==> config.mk <==
export PLATFORM = sky130hd
export DESIGN_NAME = plot_arbiter_flat
export DESIGN_NICKNAME = d
export VERILOG_FILES = /design/src/rtl/vga_pkg.sv /design/src/rtl/plot_arbiter_if.sv /design/src/rtl/rr_pick.sv /design/src/rtl/plot_arbiter.sv /design/src/flat_wrapper.sv
export SDC_FILE = /design/constraint.sdc
export NUM_CORES = 1
export LEC_CHECK = 0
export CAP_MARGIN = 20
export CORE_MARGIN = 1.5
export CORE_UTILIZATION = 40
export CTS_BUF_LIST = sky130_fd_sc_hd__clkbuf_2
export CTS_CLUSTER_SIZE = 10
export DETAILED_ROUTE_END_ITERATION = 10
export PLACE_DENSITY = 0.71
export SYNTH_ARGS = -nofsm -noshare
export SYNTH_HDL_FRONTEND = slang
export SYNTH_SLANG_ARGS = --single-unit
==> constraint.sdc <==
create_clock -name CLOCK_50 -period 11.6 [get_ports CLOCK_50]
set_clock_uncertainty 0.2 [all_clocks]
set_input_delay 1.74 -clock CLOCK_50 [delete_from_list [all_inputs] [get_ports CLOCK_50]]
set_output_delay 1.74 -clock CLOCK_50 [all_outputs]
set_load 0.03 [all_outputs]
==> src/rtl/vga_pkg.sv <==
// vga_pkg: screen geometry, field widths, colours and arbiter state shared by the plot path
package vga_pkg;
    localparam int SCREEN_WIDTH  = 160;
    localparam int SCREEN_HEIGHT = 120;
    localparam int X_W           = 8;
    localparam int Y_W           = 7;
    localparam int COLOUR_W      = 3;
    localparam logic [COLOUR_W-1:0] BLACK  = 3'b000;
    localparam logic [COLOUR_W-1:0] BLUE   = 3'b001;
    localparam logic [COLOUR_W-1:0] GREEN  = 3'b010;
    localparam logic [COLOUR_W-1:0] YELLOW = 3'b110;
    localparam logic [COLOUR_W-1:0] RED    = 3'b100;
    localparam logic [COLOUR_W-1:0] WHITE  = 3'b111;
    typedef enum logic {CLEAR, SERVE} state_t;
endpackage

==> src/rtl/plot_arbiter_if.sv <==
// plot_arbiter_if: engine request bundle plus adapter pixel port; slave is the arbiter side
interface plot_arbiter_if import vga_pkg::*; #(parameter int N_REQ = 5) ();
    logic                      clear_start;
    logic [N_REQ-1:0]          req;
    logic [X_W*N_REQ-1:0]      req_x;
    logic [Y_W*N_REQ-1:0]      req_y;
    logic [COLOUR_W*N_REQ-1:0] req_colour;
    logic [N_REQ-1:0]          grant;
    logic [X_W-1:0]            x;
    logic [Y_W-1:0]            y;
    logic [COLOUR_W-1:0]       colour;
    logic                      plot;
    logic                      clearing;
    logic                      idle;
    modport master (
        output clear_start, req, req_x, req_y, req_colour,
        input  grant, x, y, colour, plot, clearing, idle
    );
    modport slave (
        input  clear_start, req, req_x, req_y, req_colour,
        output grant, x, y, colour, plot, clearing, idle
    );
endinterface

==> src/rtl/rr_pick.sv <==
// rr_pick: combinational round-robin picker, priority starts at ptr_i and wraps mod N
module rr_pick #(
    parameter int N  = 5,
    parameter int PW = (N > 1) ? $clog2(N) : 1
) (
    input  logic [N-1:0]  req_i,
    input  logic [PW-1:0] ptr_i,
    output logic [N-1:0]  grant_o,
    output logic [PW-1:0] idx_o,
    output logic          any_o
);
    function automatic int wrap(input int a);
        return (a >= N) ? a - N : a;
    endfunction
    // scan from lowest to highest priority so the highest-priority hit is written last
    always_comb begin
        idx_o = '0;
        any_o = 1'b0;
        for (int k = N - 1; k >= 0; k--) begin
            if (req_i[wrap(int'(ptr_i) + k)]) begin
                idx_o = PW'(wrap(int'(ptr_i) + k));
                any_o = 1'b1;
            end
        end
        grant_o = '0;
        grant_o[idx_o] = any_o;
    end
endmodule

==> src/rtl/plot_arbiter.sv <==
// plot_arbiter: owns the adapter pixel port, sweeps a clear colour then serves engines round-robin
module plot_arbiter import vga_pkg::*; #(
    parameter int                  N_REQ          = 5,
    parameter logic [COLOUR_W-1:0] CLEAR_COLOUR   = BLACK,
    parameter bit                  CLEAR_ON_RESET = 1'b1
) (
    input logic           CLOCK_50,
    input logic           reset,
    plot_arbiter_if.slave bus
);
    localparam int PW = (N_REQ > 1) ? $clog2(N_REQ) : 1;
    state_t              state_q, state_d;
    logic [X_W-1:0]      cx_q, cx_d, x_q, x_d, px;
    logic [Y_W-1:0]      cy_q, cy_d, y_q, y_d, py;
    logic [COLOUR_W-1:0] colour_q, colour_d, pc;
    logic [PW-1:0]       ptr_q, ptr_d, pick_idx;
    logic [N_REQ-1:0]    pick_grant;
    logic                plot_q, plot_d, clearing_q, clearing_d, idle_q, idle_d;
    logic                pick_any, take, wrap_x, sweep_end;
    rr_pick #(.N(N_REQ), .PW(PW)) u_pick (
        .req_i  (bus.req),
        .ptr_i  (ptr_q),
        .grant_o(pick_grant),
        .idx_o  (pick_idx),
        .any_o  (pick_any)
    );
    assign wrap_x    = cx_q == X_W'(SCREEN_WIDTH - 1);
    assign sweep_end = wrap_x && cy_q == Y_W'(SCREEN_HEIGHT - 1);
    // a clear request or reset voids any grant in the same cycle so the request stays pending
    assign take      = state_q == SERVE && !reset && !bus.clear_start && pick_any;
    assign px        = bus.req_x[X_W*int'(pick_idx) +: X_W];
    assign py        = bus.req_y[Y_W*int'(pick_idx) +: Y_W];
    assign pc        = bus.req_colour[COLOUR_W*int'(pick_idx) +: COLOUR_W];
    always_ff @(posedge CLOCK_50) begin
        if (reset) state_q <= CLEAR_ON_RESET ? CLEAR : SERVE;
        else       state_q <= state_d;
    end
    always_comb begin
        state_d = bus.clear_start ? CLEAR : (state_q == CLEAR && sweep_end) ? SERVE : state_q;
    end
    always_comb begin
        cx_d       = bus.clear_start ? '0 : (state_q == CLEAR) ? (wrap_x ? '0 : cx_q + 1'b1) : cx_q;
        cy_d       = bus.clear_start ? '0 : (state_q == CLEAR && wrap_x) ?
                     (sweep_end ? '0 : cy_q + 1'b1) : cy_q;
        x_d        = (state_q == CLEAR) ? cx_q : take ? px : x_q;
        y_d        = (state_q == CLEAR) ? cy_q : take ? py : y_q;
        colour_d   = (state_q == CLEAR) ? CLEAR_COLOUR : take ? pc : colour_q;
        plot_d     = !bus.clear_start && (state_q == CLEAR ||
                     (take && px < X_W'(SCREEN_WIDTH) && py < Y_W'(SCREEN_HEIGHT)));
        ptr_d      = take ? ((int'(pick_idx) == N_REQ - 1) ? '0 : pick_idx + 1'b1) : ptr_q;
        clearing_d = state_d == CLEAR;
        idle_d     = state_d == SERVE && !(|bus.req);
    end
    always_ff @(posedge CLOCK_50) begin
        if (reset) begin
            cx_q       <= '0;
            cy_q       <= '0;
            x_q        <= '0;
            y_q        <= '0;
            colour_q   <= '0;
            plot_q     <= 1'b0;
            ptr_q      <= '0;
            clearing_q <= CLEAR_ON_RESET;
            idle_q     <= 1'b0;
        end else begin
            cx_q       <= cx_d;
            cy_q       <= cy_d;
            x_q        <= x_d;
            y_q        <= y_d;
            colour_q   <= colour_d;
            plot_q     <= plot_d;
            ptr_q      <= ptr_d;
            clearing_q <= clearing_d;
            idle_q     <= idle_d;
        end
    end
    assign bus.grant    = take ? pick_grant : '0;
    assign bus.x        = x_q;
    assign bus.y        = y_q;
    assign bus.colour   = colour_q;
    assign bus.plot     = plot_q;
    assign bus.clearing = clearing_q;
    assign bus.idle     = idle_q;
endmodule

==> src/flat_wrapper.sv <==
// flat-port wrapper written by rule: the top's interface ports become plain ports
module plot_arbiter_flat import vga_pkg::*;
#(
    parameter int                  N_REQ          = 5,
    parameter logic [COLOUR_W-1:0] CLEAR_COLOUR   = BLACK,
    parameter bit                  CLEAR_ON_RESET = 1'b1
)
  (CLOCK_50, reset, bus_clear_start, bus_req, bus_req_x, bus_req_y, bus_req_colour, bus_grant, bus_x, bus_y, bus_colour, bus_plot, bus_clearing, bus_idle);
  plot_arbiter_if #(.N_REQ(N_REQ)) bus_i ();
  input logic CLOCK_50;
  input logic reset;
  input wire logic [$bits(bus_i.clear_start)-1:0] bus_clear_start;
  input wire logic [$bits(bus_i.req)-1:0] bus_req;
  input wire logic [$bits(bus_i.req_x)-1:0] bus_req_x;
  input wire logic [$bits(bus_i.req_y)-1:0] bus_req_y;
  input wire logic [$bits(bus_i.req_colour)-1:0] bus_req_colour;
  output wire logic [$bits(bus_i.grant)-1:0] bus_grant;
  output wire logic [$bits(bus_i.x)-1:0] bus_x;
  output wire logic [$bits(bus_i.y)-1:0] bus_y;
  output wire logic [$bits(bus_i.colour)-1:0] bus_colour;
  output wire logic [$bits(bus_i.plot)-1:0] bus_plot;
  output wire logic [$bits(bus_i.clearing)-1:0] bus_clearing;
  output wire logic [$bits(bus_i.idle)-1:0] bus_idle;
  assign bus_i.clear_start = bus_clear_start;
  assign bus_i.req = bus_req;
  assign bus_i.req_x = bus_req_x;
  assign bus_i.req_y = bus_req_y;
  assign bus_i.req_colour = bus_req_colour;
  assign bus_grant = bus_i.grant;
  assign bus_x = bus_i.x;
  assign bus_y = bus_i.y;
  assign bus_colour = bus_i.colour;
  assign bus_plot = bus_i.plot;
  assign bus_clearing = bus_i.clearing;
  assign bus_idle = bus_i.idle;
  plot_arbiter #(.N_REQ(N_REQ), .CLEAR_COLOUR(CLEAR_COLOUR), .CLEAR_ON_RESET(CLEAR_ON_RESET)) u_core (.CLOCK_50(CLOCK_50), .reset(reset), .bus(bus_i));
endmodule
==> run_results.csv, run 1 <==
group,metric,value,unit
outcome,status,"complete, no violations",
pwr,p_total,300,uW
place,numPortBuffers,123,
setup_path,worstPathArrival,5.60,ns
place,post_dp_cell_area,4980,sq um
die,initial_core_util,41.1,%
routing,post-route-drc-count,0,
timing,max_freq,133,MHz
setup_path,worst_setup_path_end_kind,"primary output",
logic_synthesis,yosysSeqAreaShare,21.2,%
clock_tree,cts_hold_buffers,0,
setup_path,cp_max_fo,36,
clock_tree,cts_setup_buffers,0,
final_layout,antenna_cells,0,
place,place_inst,707,
logic_synthesis,yosys_warnings,0,
die,ioPinCount,124,
timing,slew_violations,0,
job,maxCapViolations,0,
setup_path,worst-setup-path-type,"reg2out",
timing,fin_setup_tns,0,ns
clock_tree,htree_levels,2,
clock_tree,root_buffer,"clkbuf_2",
die,die_area,10000,sq um
global_route,track_usage,24.9,%
logic_synthesis,synthFlopType,"dfxtp_1",
global_route,grt_pass1_vias,3855,
place,gp_routability_congestion,0.918,
logic_synthesis,syn-num-nets,623,
die,fp.dieW,100,um
clock_tree,cts_buffers,5,
logic_synthesis,postSynth.asyncResetShare,0,%
pwr,p_leak,0.00194,uW
clock_tree,cts_resized,0,
timing,hold_violations,0,
timing,rsz0062_at_grt,"false",
final_layout,final_nets,717,
die,die_h,100,um
final_layout,syn2layout_area_growth,33.3,%
die,core_area,9200,sq um
setup_path,start_kind,"flip-flop",
global_route,antenna_found_initial,0,
place,dp_hpwl,9760,um
global_route,grt_max_degree,39,
timing,fin_crit_sh,65.0,%
clock_tree,cts_tree,"built",
global_route,overflow,0,
logic_synthesis,synth_edf_count,0,
clock_tree,path_clk_slew,0.19,ns
logic_synthesis,ys_ff_latch,40,
routing,num_vias,4199,
clock_tree,cts_sinks,40,
clock_tree,clockBufferDepth,2,
routing,firstDrtPassIters,5,
logic_synthesis,syn_area,3780,sq um
timing,fin_ws,4.06,ns
timing,setup_viol,0,
final_layout,instances_no_fill,715,
final_layout,final_cell_area,5040,sq um
routing,drtAntennaViolNets,0,
final_layout,n_fill_cell,864,
routing,vias_per_cell,5.87,
routing,drt-initial-drc-count,334,
timing,fin_crit,7.54,ns
pwr,ir_drop,0.0790,mV
routing,wirelength,12900,um
min_path,hold_path.class,"reg2reg",
pwr,power.density,59.5,nW/um^2
routing,routedWlPerCell,18.1,um
clock_tree,clk-insertion-delay-late,0.40,ns
die,num_rows,35,
final_layout,drive_gt1_share,4.80,%
logic_synthesis,syn_inst,509,
logic_synthesis,avgSynthCellArea,7.43,sq um
place,place_ws,4.38,ns
timing,worstMarginPinSlew,1.00,ns
setup_path,cp.required,9.66,ns
timing,max-slew-margin-rel,32.9,%
logic_synthesis,yosys.cell_types.count,71,
global_route,grt_pass1_wl,20100,um
sequential cells by signal, indices dropped and copies added (netlist names), 3 cells and up:
signal	flops
u_core.cx_q	8
u_core.cy_q	7
u_core.bus.colour	3
u_core.bus.y	7
u_core.bus.x	8
u_core.ptr_q	3
cells in the final DEF, fill, tap and decap left out, types with 7 or more instances in the layout:
cell type	count
a211o_1	12
a211oi_1	11
a21oi_1	40
a22o_1	11
clkdlybuf4s50_1	123
dfxtp_1	40
ha_1	16
inv_1	15
mux2i_1	21
nand2_1	43
nand2b_1	12
nand3_1	42
nor2_1	45
nor2b_1	24
nor3_1	12
o211ai_1	7
o21ai_0	12
xnor2_1	7
xor2_1	10
worst max-delay path: stages (launching register included):
cell             delay, ns
dfxtp_1               0.82
inv_1                 0.40
ha_1                  0.85
nand2b_1              0.28
a2bb2oi_1             0.39
mux2i_1               0.50
and4b_1               0.40
a221o_1               0.19
buf_4                 0.37
inv_6                 0.15
nor2_1                0.15
clkdlybuf4s50_1       0.68
routing by layer:
layer  vias to the layer above  wire length, um  track usage (%)
li1                       2042                -                -
met1                      1944             5960             37.3
met2                       198             5600             36.4
met3                        15             1230             4.87
met4                         0              163             5.96
met5                         -                0                0
cell type report:
type / instances / area (sq um) / share of cell area, %
clock inverters: 2 / 35.0 / 0.695
inverters: 17 / 68.8 / 1.36
repair buffers: 129 / 1280 / 25.3
multi-input cells: 410 / 2690 / 53.4
well taps: 111 / 139 / 2.75
clock buffers: 6 / 30.0 / 0.595
flip-flops and latches: 40 / 801 / 15.9
synth_stat cells, drive strengths merged, types with 7 or more instances:
cell / count / area share [%]
a211o: 12 / 2.8
a211oi: 11 / 2.2
a21oi: 41 / 5.5
a22o: 11 / 2.5
buf: 25 / 4.3
clkbuf: 17 / 1.7
dfxtp: 40 / 21
ha: 16 / 5.3
inv: 17 / 1.8
mux2i: 21 / 5.6
nand2: 43 / 4.3
nand2b: 12 / 2.0
nand3: 43 / 5.8
nor2: 45 / 4.5
nor2b: 24 / 4.0
nor3: 12 / 1.6
o211ai: 7 / 1.4
o21ai: 15 / 2.3
xnor2: 7 / 1.6
xor2: 10 / 2.3
power breakdown:
group / switching, uW / internal, uW / total [uW] / leakage, uW
Combinational: 35.1 / 46.1 / 81.2 / 0.00157
Clock: 43.1 / 37.1 / 80.2 / 0.0000430
Sequential: 0.423 / 138 / 139 / 0.000323
stage by stage:
stage / util, % / hold slack [ns]
final: 54.8 / 0.290
after global routing: 54.8 / 0.328
after CTS: 54.8 / 0.293
after detailed placement: 54.1 / 0.271
after global placement: 54.1 / 0.259
after floorplan: - / 0.244
kinds of logic (layout without fill, tap and decap cells):
family,after synthesis,after routing,share of synthesized area (%)
xor gates and xnor gates,17,17,3.94
muxes,25,25,7.34
buffers and inverters,59,154,7.77
and+or+nand+nor,207,207,27.3
AOI/OAI and AO/OA,145,145,27.2
adders and majority gates,16,16,5.29
DFF,40,40,21.2
worst paths after layout:
check | start | slack [ns] | endpoint | cells past startpoint
max | u_core.ptr_q[1] | 4.06 | bus_grant[2] | 11
min | u_core.bus.colour[0] | 0.29 | u_core.bus.colour[0] | 2
max reg2reg | u_core.ptr_q[1] | 6.08 | u_core.bus.y[1] | 12
min reg2reg | u_core.bus.colour[0] | 0.29 | u_core.bus.colour[0] | 2
No activity file was read; power rests on OpenSTA's default activity.
==> run 2: changes to the inputs <==
--- a/config.mk
+++ b/config.mk
@@ -11,7 +11,7 @@
 export CTS_BUF_LIST = sky130_fd_sc_hd__clkbuf_2
 export CTS_CLUSTER_SIZE = 10
 export DETAILED_ROUTE_END_ITERATION = 10
-export PLACE_DENSITY = 0.71
+export PLACE_DENSITY = 0.74
 export SYNTH_ARGS = -nofsm -noshare
 export SYNTH_HDL_FRONTEND = slang
 export SYNTH_SLANG_ARGS = --single-unit
==> constraint.sdc (replaced) <==
create_clock -name CLOCK_50 -period 6.65 [get_ports CLOCK_50]
set_clock_uncertainty 0.2 [all_clocks]
set_input_delay 0.9975 -clock CLOCK_50 [delete_from_list [all_inputs] [get_ports CLOCK_50]]
set_output_delay 0.9975 -clock CLOCK_50 [all_outputs]
set_load 0.03 [all_outputs]
==> run_results.csv, run 2 (synthesized netlist as in run 1, its figures left out) <==
group,metric,value,unit
die,num_rows,35,
final_layout,final_nets,719,
min_path,hold-path-endpoint,"u_core.cy_q[1]",
min_path,hold_depth,2,
setup_path,worst-setup-path-type,"reg2out",
job,maxCapViolations,0,
global_route,grt_max_degree,36,
setup_path,start_kind,"flip-flop",
place,gp_routability_congestion,1.00,
timing,worstMarginPinSlew,0.947,ns
outcome,status,"complete, no violations",
setup_path,worstPathArrival,4.86,ns
final_layout,final_cell_area,5030,sq um
place,place_inst,709,
routing,drt-initial-drc-count,354,
die,die_area,10000,sq um
timing,fin_crit,6.06,ns
timing,max_freq,165,MHz
global_route,grt_pass1_vias,3895,
setup_path,r2r_slack,1.60,ns
routing,firstDrtPassIters,5,
global_route,antenna_found_initial,0,
clock_tree,cts_tree,"built",
timing,fin_ws,0.589,ns
clock_tree,cts_sinks,40,
clock_tree,clk-insertion-delay-late,0.40,ns
timing,max-slew-margin-rel,36.8,%
timing,slew_violations,0,
clock_tree,cts_setup_buffers,0,
setup_path,cp_max_fo,22,
routing,vias_per_cell,5.82,
place,dp_hpwl,10100,um
pwr,power_frac_comb,28.9,%
pwr,p_seq_share,49.6,%
global_route,grt_pass1_wl,20100,um
pwr,ir_drop,0.0942,mV
clock_tree,root_buffer,"clkbuf_2",
timing,holdWs,0.294,ns
die,die_h,100,um
place,place_ws,1.02,ns
clock_tree,cts_hold_buffers,0,
timing,rsz0062_at_grt,"false",
pwr,power.density,97.1,nW/um^2
routing,wirelength,12900,um
clock_tree,cts_buffers,5,
setup_path,cp.required,5.45,ns
routing,routedWlPerCell,18.0,um
routing,post-route-drc-count,0,
final_layout,final_cell_mix,"123 x clkdlybuf4s50_1, 45 x nor2_1, 43 x nand2_1",
clock_tree,cts_resized,0,
timing,fin_setup_tns,0,ns
min_path,hp-start,"u_core.cy_q[1]",
pwr,switching_share,29.2,%
final_layout,antenna_cells,0,
min_path,hold_path.class,"reg2reg",
clock_tree,path_clk_slew,0.20,ns
final_layout,drive_gt1_share,4.95,%
routing,num_vias,4170,
setup_path,r2r-end,"u_core.bus.y[1]",
final_layout,layout_commonest_cell,"clkdlybuf4s50_1",
place,post_dp_cell_area,4990,sq um
place,numPortBuffers,123,
final_layout,multi_input_area,2690,sq um
timing,hold_violations,0,
pwr,netSwitchingPower,143,uW
global_route,overflow,0,
setup_path,worstRegToRegCells,12,
pwr,p_int,346,uW
pwr,clockPowerShare,21.5,%
setup_path,worst_setup_path_end_kind,"primary output",
timing,fin_crit_sh,91.1,%
final_layout,syn2layout_area_growth,33.0,%
die,initial_core_util,41.1,%
final_layout,instances_no_fill,717,
setup_path,timing.rr.start,"u_core.ptr_q[0]",
die,fp.dieW,100,um
die,ioPinCount,124,
global_route,track_usage,24.9,%
clock_tree,clockBufferDepth,2,
routing,drtAntennaViolNets,0,
timing,setup_viol,0,
die,core_area,9200,sq um
clock_tree,htree_levels,2,
final_layout,seq_area,801,sq um
pwr,p_leak,0.00194,uW
final_layout,n_fill_cell,905,
[run 2: changes by cell type in the layout (fill, tap and decap cells not counted), sizes merged]
| cell | before | now |
|---|---|---|
| bufinv | 1 | 0 |
| clkinv | 1 | 3 |
| clkbuf | 6 | 5 |
| buf | 6 | 8 |
[run 2: power by group through the flow]
stage,Clock [uW],Combinational [uW],Sequential [uW]
after floorplan,0,64.9,248
after global routing,116,152,243
after CTS,106,140,242
after detailed placement,0,139,247
after global placement,0,138,247
final,105,141,242
[run 2: critical path, cell delays in order (launching register included)]
cell	delay, ns
dfxtp_1	0.62
inv_1	0.25
ha_1	0.77
nand2b_1	0.26
a2bb2oi_1	0.34
mux2_2	0.40
and4b_1	0.25
a221o_1	0.41
inv_6	0.17
nand2_1	0.11
nor2_1	0.17
clkdlybuf4s50_1	0.70
[run 2: stage by stage]
step | utilization (%) | power, uW
2_1_floorplan | - | 313
3_3_place_gp | 54.3 | 385
3_5_place_dp | 54.3 | 386
4_1_cts | 54.7 | 488
5_1_grt | 54.7 | 510
6_report | 54.7 | 489
[run 2: metal layers]
layer	global-route usage, %	wire length (um)
met5	0	0
met2	38.1	5690
met4	5.09	123
met3	5.08	1110
met1	36.2	6000
[run 2: final cells by class]
cell class | count | share of cell area, %
Sequential cell | 40 | 15.9
Clock inverter | 3 | 0.273
Inverter | 17 | 1.37
Clock buffer | 5 | 0.497
Tap cell | 111 | 2.76
Timing Repair Buffer | 131 | 25.7
Multi-Input combinational cell | 410 | 53.5
[run 2: worst max-delay path by stage]
| stage | slack [ns] | startpoint | endpoint |
|---|---|---|---|
| 2_1_floorplan | 1.62 | u_core.ptr_q[0] | bus_grant[0] |
| 3_3_place_gp | 1.12 | bus_req[2] | bus_grant[0] |
| 3_5_place_dp | 1.02 | bus_req[2] | bus_grant[0] |
| 4_1_cts | 0.61 | u_core.ptr_q[0] | bus_grant[0] |
| 5_1_grt | 0.24 | u_core.ptr_q[0] | bus_grant[0] |
| 6_report | 0.59 | u_core.ptr_q[0] | bus_grant[0] |
